--- config.mk ---
export PLATFORM = sky130hd
export DESIGN_NAME = i2s_speaker_ctl
export DESIGN_NICKNAME = d
export VERILOG_FILES = /design/src/rtl/i2s_speaker_ctl_pkg.sv /design/src/rtl/i2s_clk_gen.sv /design/src/rtl/i2s_speaker_ctl.sv
export SDC_FILE = /design/constraint.sdc
export NUM_CORES = 1
export LEC_CHECK = 0
export CORE_ASPECT_RATIO = 1.25
export CORE_MARGIN = 2
export CORE_UTILIZATION = 53
export DETAILED_ROUTE_END_ITERATION = 10
export DONT_BUFFER_PORTS = 1
export HOLD_SLACK_MARGIN = 0.08
export PLACE_DENSITY_LB_ADDON = 0.2
export SLEW_MARGIN = 20
export SYNTH_ARGS = -nofsm -noshare
export SYNTH_HDL_FRONTEND = slang
export SYNTH_SLANG_ARGS = --single-unit
--- constraint.sdc ---
create_clock -name clk -period 2.9 [get_ports clk]
set_input_delay 0.145 -clock clk [delete_from_list [all_inputs] [get_ports clk]]
set_output_delay 0.145 -clock clk [all_outputs]
set_load 0.05 [all_outputs]
--- src/rtl/i2s_speaker_ctl_pkg.sv ---
// Shared constants for the I2S speaker controller: counter width and the
// counter bit positions that the derived audio clocks are tapped from.
package i2s_speaker_ctl_pkg;

    localparam int CNT_W    = 10;
    localparam int MCLK_BIT = 1;
    localparam int SCK_BIT  = 3;
    localparam int LRCK_BIT = 9;
    localparam int SLOT_HI  = 8;
    localparam int SLOT_LO  = 4;
    localparam int SLOT_W   = SLOT_HI - SLOT_LO + 1;

    typedef logic [CNT_W-1:0]  cnt_t;
    typedef logic [SLOT_W-1:0] slot_t;

    localparam cnt_t CNT_LAST = '1;

    function automatic slot_t slot_of(input cnt_t c);
        return c[SLOT_HI:SLOT_LO];
    endfunction

endpackage

--- src/rtl/i2s_clk_gen.sv ---
// Free-running frame counter; MCLK, SCK and LRCK are taken directly from
// counter flop bits so they carry no combinational glitches.
module i2s_clk_gen
    import i2s_speaker_ctl_pkg::*;
(
    input  logic clk,
    input  logic rst,
    output cnt_t o_cnt,
    output cnt_t o_cnt_nxt,
    output logic o_mclk,
    output logic o_sck,
    output logic o_lrck
);

    cnt_t r_cnt;
    cnt_t w_cnt_nxt;

    assign w_cnt_nxt = r_cnt + CNT_W'(1);

    always_ff @(posedge clk or posedge rst) begin
        if (rst) begin
            r_cnt <= '0;
        end else begin
            r_cnt <= w_cnt_nxt;
        end
    end

    assign o_cnt     = r_cnt;
    assign o_cnt_nxt = w_cnt_nxt;
    assign o_mclk    = r_cnt[MCLK_BIT];
    assign o_sck     = r_cnt[SCK_BIT];
    assign o_lrck    = r_cnt[LRCK_BIT];

endmodule

--- src/rtl/i2s_speaker_ctl.sv ---
// I2S serializer for the Pmod I2S DAC: latches a stereo pair once per
// 1024-clk frame and shifts it out MSB first, one SCK after each LRCK edge.
module i2s_speaker_ctl
    import i2s_speaker_ctl_pkg::*;
#(
    parameter int DW = 16
)(
    input  logic          clk,
    input  logic          rst,
    input  logic [DW-1:0] audio_left,
    input  logic [DW-1:0] audio_right,
    output logic          audio_mclk,
    output logic          audio_lrck,
    output logic          audio_sck,
    output logic          audio_sdin,
    output logic          sample_tick
);

    cnt_t          w_cnt;
    cnt_t          w_cnt_nxt;
    logic          w_cap;
    logic [DW-1:0] r_lat_l;
    logic [DW-1:0] r_lat_r;
    logic [DW-1:0] w_lat_l_nxt;
    logic [DW-1:0] w_lat_r_nxt;
    logic [DW-1:0] w_lat_sel;
    logic [31:0]   w_word;
    slot_t         w_slot;
    logic          w_sdin_nxt;
    logic          r_sdin;
    logic          r_tick;

    i2s_clk_gen u_clk_gen (
        .clk       (clk),
        .rst       (rst),
        .o_cnt     (w_cnt),
        .o_cnt_nxt (w_cnt_nxt),
        .o_mclk    (audio_mclk),
        .o_sck     (audio_sck),
        .o_lrck    (audio_lrck)
    );

    assign w_cap       = (w_cnt == CNT_LAST);
    assign w_lat_l_nxt = w_cap ? audio_left  : r_lat_l;
    assign w_lat_r_nxt = w_cap ? audio_right : r_lat_r;

    // sdin is registered from the next counter value, so it moves on the
    // SCK falling edge and slot 0 right after wrap already sees the new pair.
    assign w_lat_sel = w_cnt_nxt[LRCK_BIT] ? w_lat_r_nxt : w_lat_l_nxt;
    assign w_slot    = slot_of(w_cnt_nxt);

    // Word image indexed by slot: bit 31 is slot 0 (always 0), MSB sits at
    // bit 30, and slots past the sample width fall into zero fill.
    assign w_word     = 32'({1'b0, w_lat_sel}) << (31 - DW);
    assign w_sdin_nxt = w_word[5'd31 - w_slot];

    always_ff @(posedge clk or posedge rst) begin
        if (rst) begin
            r_lat_l <= '0;
            r_lat_r <= '0;
            r_sdin  <= 1'b0;
            r_tick  <= 1'b0;
        end else begin
            r_lat_l <= w_lat_l_nxt;
            r_lat_r <= w_lat_r_nxt;
            r_sdin  <= w_sdin_nxt;
            r_tick  <= (w_cnt_nxt == CNT_LAST);
        end
    end

    assign audio_sdin  = r_sdin;
    assign sample_tick = r_tick;

endmodule

==> results_tabular.tex <==
\begin{tabular}{lr}
\hline
Metric & Value \\
\hline
\multicolumn{2}{l}{\textbf{Drt}} \\
DRT Pass-1 Iters & 4 \\
Count of unresolved DRC violations after routing & 0 \\
Vias after detailed routing & $\sim$1300 \\
Drt first-iter violations & 53 \\
Post-detailed-route wirelength per cell & about 16 µm \\
Antenna violation net count after detailed routing & 0 \\
Sum of routed wire length over all layers & approximately 3800 µm \\
Via-to-Cell Ratio & between 5 and 6 \\
\multicolumn{2}{l}{\textbf{STA}} \\
Number of hold violations in the final report & 0 \\
Unrepaired setup endpoints after global routing & false \\
Post-route minimum period & about 2.6 ns \\
Worst max-slew margin expressed relative to the limit & 0.470 \\
Total count of max-transition violations in the final report & 0 \\
Share of the clock period used by the worst path & 0.901 \\
Worst slew pin tran & 0.794 ns \\
Maximum clock frequency & roughly 0.38 GHz \\
Setup Skew & approximately 0.0081 ns \\
Setup total negative slack & 0 ns \\
Final setup fails & 0 \\
Least setup slack across all paths after layout & about 0.29 ns \\
\multicolumn{2}{l}{\textbf{Clock network}} \\
Clock tree root buffer cell & clkbuf\_8 \\
Deepest clock path buffer count & 2 \\
Clock latency reported for the late side of the worst-skew pair & approximately 0.29 ns \\
Register clock-pin slew on the reported worst setup and hold paths & 0.08 ns \\
H-tree levels & 2 \\
Clock buffer count from CTS & 5 \\
CTS tree & built \\
Sinks on the clock net & 44 \\
\multicolumn{2}{l}{\textbf{Logic synthesis}} \\
Area share of the leading cell type in the synthesized netlist & 0.534 \\
Cells after Synth & 150 \\
Main area contributors after synthesis & dfrtp\_1 (53\%), mux2\_2 (20\%), mux4\_1 (2.5\%), xnor2\_1 (2.1\%), nand2\_1 (1.5\%) \\
Synth unique cells & 35 \\
Ranking of synthesized cells by instance count & dfrtp\_1 (44), mux2\_2 (37), nand2\_1 (8), inv\_1 (6) \\
Most frequent cell after synthesis & dfrtp\_1 \\
Post-Syn Area per Cell & around 14 µm² \\
Top cell type by total area after synthesis & dfrtp\_1 \\
Synth Net Count & approximately 190 \\
Warnings from Yosys & 0 \\
Sequential element share of the synthesized area & 0.534 \\
Share of synthesized flip-flops with an asynchronous set or reset & 1.00 \\
Post-synth EDFFs & 0 \\
Prevailing post-synth register cell & dfrtp\_1 \\
Number of storage elements in the synthesis netlist & 44 \\
Synth Cell Area & slightly above 2000 µm² \\
\multicolumn{2}{l}{\textbf{Worst setup path}} \\
Type of origin of the critical path & flip-flop \\
CP Max Fanout & 32 \\
Data required time of the worst path & between 3 and 4 ns \\
Critical path capture point type & flip-flop \\
WP data arrival & around 2.8 ns \\
Critical path class & reg -> reg \\
Terminus of the critical flop-to-flop path & audio\_sdin\$\_DFF\_PP0\_ \\
Worst Reg2Reg Path Length in Cells & 8 \\
Register-to-register path setup slack & slightly below 0.3 ns \\
Reg-to-reg startpoint & u\_clk\_gen.o\_cnt[0]\$\_DFF\_PP0\_ \\
\multicolumn{2}{l}{\textbf{Job}} \\
Max-cap violations & 0 \\
\multicolumn{2}{l}{\textbf{Cells and area}} \\
Ratio of cells with drive above 1 in the final layout & 0.292 \\
Number of fill cells & between 200 and 300 \\
Diodes inserted & 0 \\
\# nets final & 227 \\
Final standard cell count with taps included and fillers excluded & approximately 230 \\
Signed area change from the synthesized netlist to the final layout & 23.2\% \\
\multicolumn{2}{l}{\textbf{Floorplan}} \\
Die extent in y & 73.7 µm \\
Top-Level Pins & 39 \\
Die width & $\sim$60 µm \\
Die Outline Area & about 4400 µm² \\
CORE AREA & $\sim$3800 µm² \\
Number of cell rows & 25 \\
Starting density of the core & 0.549 \\
\multicolumn{2}{l}{\textbf{Place}} \\
Place WS & around 0.27 ns \\
Port buffer count & 0 \\
Global placement routability congestion & approximately 0.82 \\
\# placed instances & $\sim$190 \\
Total half-perimeter wirelength after legalization and detailed placement & 2620 µm \\
\multicolumn{2}{l}{\textbf{GRT}} \\
Largest net degree at the start of global routing & 33 \\
First-pass GRT wire length & about 6500 µm \\
Via count of the first global-routing pass & 1452 \\
Number of antenna violations at the first check in global routing & 0 \\
Global-route total usage across every layer & 0.198 \\
Total congestion overflow after global routing & 0 \\
\multicolumn{2}{l}{\textbf{Outcome}} \\
Result of the run & finished, final reports clean \\
\multicolumn{2}{l}{\textbf{Pwr}} \\
Maximum vdd ir drop & between 0.3 and 0.4 mV \\
Standby leakage power & approximately 1.1 nW \\
Power density over cell area & 441 nW/µm² \\
\multicolumn{2}{l}{\textbf{Worst hold path}} \\
Worst min-delay path class & in -> async \\
\hline
\end{tabular}
-- final cells by class --
cell class	instances	area, µm²	area share
inverter	6	22.5	0.00887
clock inverter	2	10.0	0.00394
clock buffer	6	82.6	0.0325
sequential	44	1100	0.433
timing repair buffer	39	375	0.148
tap	40	50.0	0.0197
multi-input combinational	95	898	0.354
-- sequential cells by signal (all words and copies together) (netlist names) --
| signal | flops |
|---|---|
| r_lat_l | 16 |
| r_lat_r | 16 |
| u_clk_gen.o_cnt | 10 |
| audio_sdin | 1 |
| sample_tick | 1 |
-- worst max-delay path by stage --
stage	from	to	cells past startpoint
4_1_cts	u_clk_gen.o_cnt[0]$_DFF_PP0_	audio_sdin$_DFF_PP0_	8
5_1_grt	u_clk_gen.o_cnt[0]$_DFF_PP0_	audio_sdin$_DFF_PP0_	8
2_1_floorplan	u_clk_gen.o_cnt[1]$_DFF_PP0_	audio_sdin$_DFF_PP0_	10
6_report	u_clk_gen.o_cnt[0]$_DFF_PP0_	audio_sdin$_DFF_PP0_	8
3_5_place_dp	u_clk_gen.o_cnt[0]$_DFF_PP0_	audio_sdin$_DFF_PP0_	8
3_3_place_gp	u_clk_gen.o_cnt[0]$_DFF_PP0_	audio_sdin$_DFF_PP0_	8
-- critical path, stage by stage, from the launching register on --
cell     delay (ns)
dfrtp_1        0.39
ha_1           0.21
and4_4         0.26
nand3_4        0.36
mux2_2         0.44
mux2_2         0.27
a22o_1         0.23
o31ai_1        0.24
nor4_1         0.08
-- through the flow --
step                       util  instance area [µm²]  hold WS, ns  total power, W
after floorplan               -                 2060        0.296        0.000697
after global placement    0.564                 2120        0.208        0.000706
after detailed placement  0.564                 2120        0.237        0.000710
after CTS                 0.677                 2540        0.481         0.00113
after global routing      0.677                 2540        0.515         0.00117
final                     0.677                 2540        0.439         0.00112
-- per-layer routing --
| metal | routed length [µm] | GRT usage | vias to the layer above |
|---|---|---|---|
| met4 | 56 | 0.0667 | 0 |
| met1 | 1570 | 0.226 | 647 |
| met5 | 0 | 0 | - |
| met2 | 2010 | 0.360 | 29 |
| met3 | 156 | 0.0405 | 7 |
| li1 | - | - | 622 |
-- timing repair --
action                                 CTS  global route
gates resized for setup                  0             0
endpoints found under the hold margin   53             0
hold buffers                            33             0
buffers inserted                         0             0
-- power breakdown --
part	internal (W)	switching (W)	total (W)
Sequential	0.000636	0.00000951	0.000645
Combinational	0.0000552	0.0000320	0.0000871
Clock	0.000190	0.000198	0.000388
Total	0.000881	0.000240	0.00112
-- cells in the final DEF, fill, tap and decap left out, types with 2 or more instances in the layout --
cell	instances
dfrtp_1	44
mux2_2	37
dlygate4sd3_1	33
nand2_1	8
inv_1	6
clkbuf_8	6
buf_4	6
nand3_1	5
xnor2_1	5
xor2_1	3
nand4_1	3
and4_1	3
nor2_1	3
and4_4	2
nor2b_1	2
and3_1	2
mux4_1	2
nand2b_1	2
mux2i_1	2
ha_1	2
clkinv_2	2
-- kinds of logic after synthesis --
| logic type | count (synthesis) | synth area share |
|---|---|---|
| buf+inv | 11 | 0.0303 |
| fa+ha+maj | 2 | 0.0121 |
| simple gates | 34 | 0.102 |
| xor+xnor | 8 | 0.0340 |
| flops | 44 | 0.534 |
| compound gates | 8 | 0.0322 |
| mux | 43 | 0.255 |
Note: power is estimated with default switching activity, not from simulation.
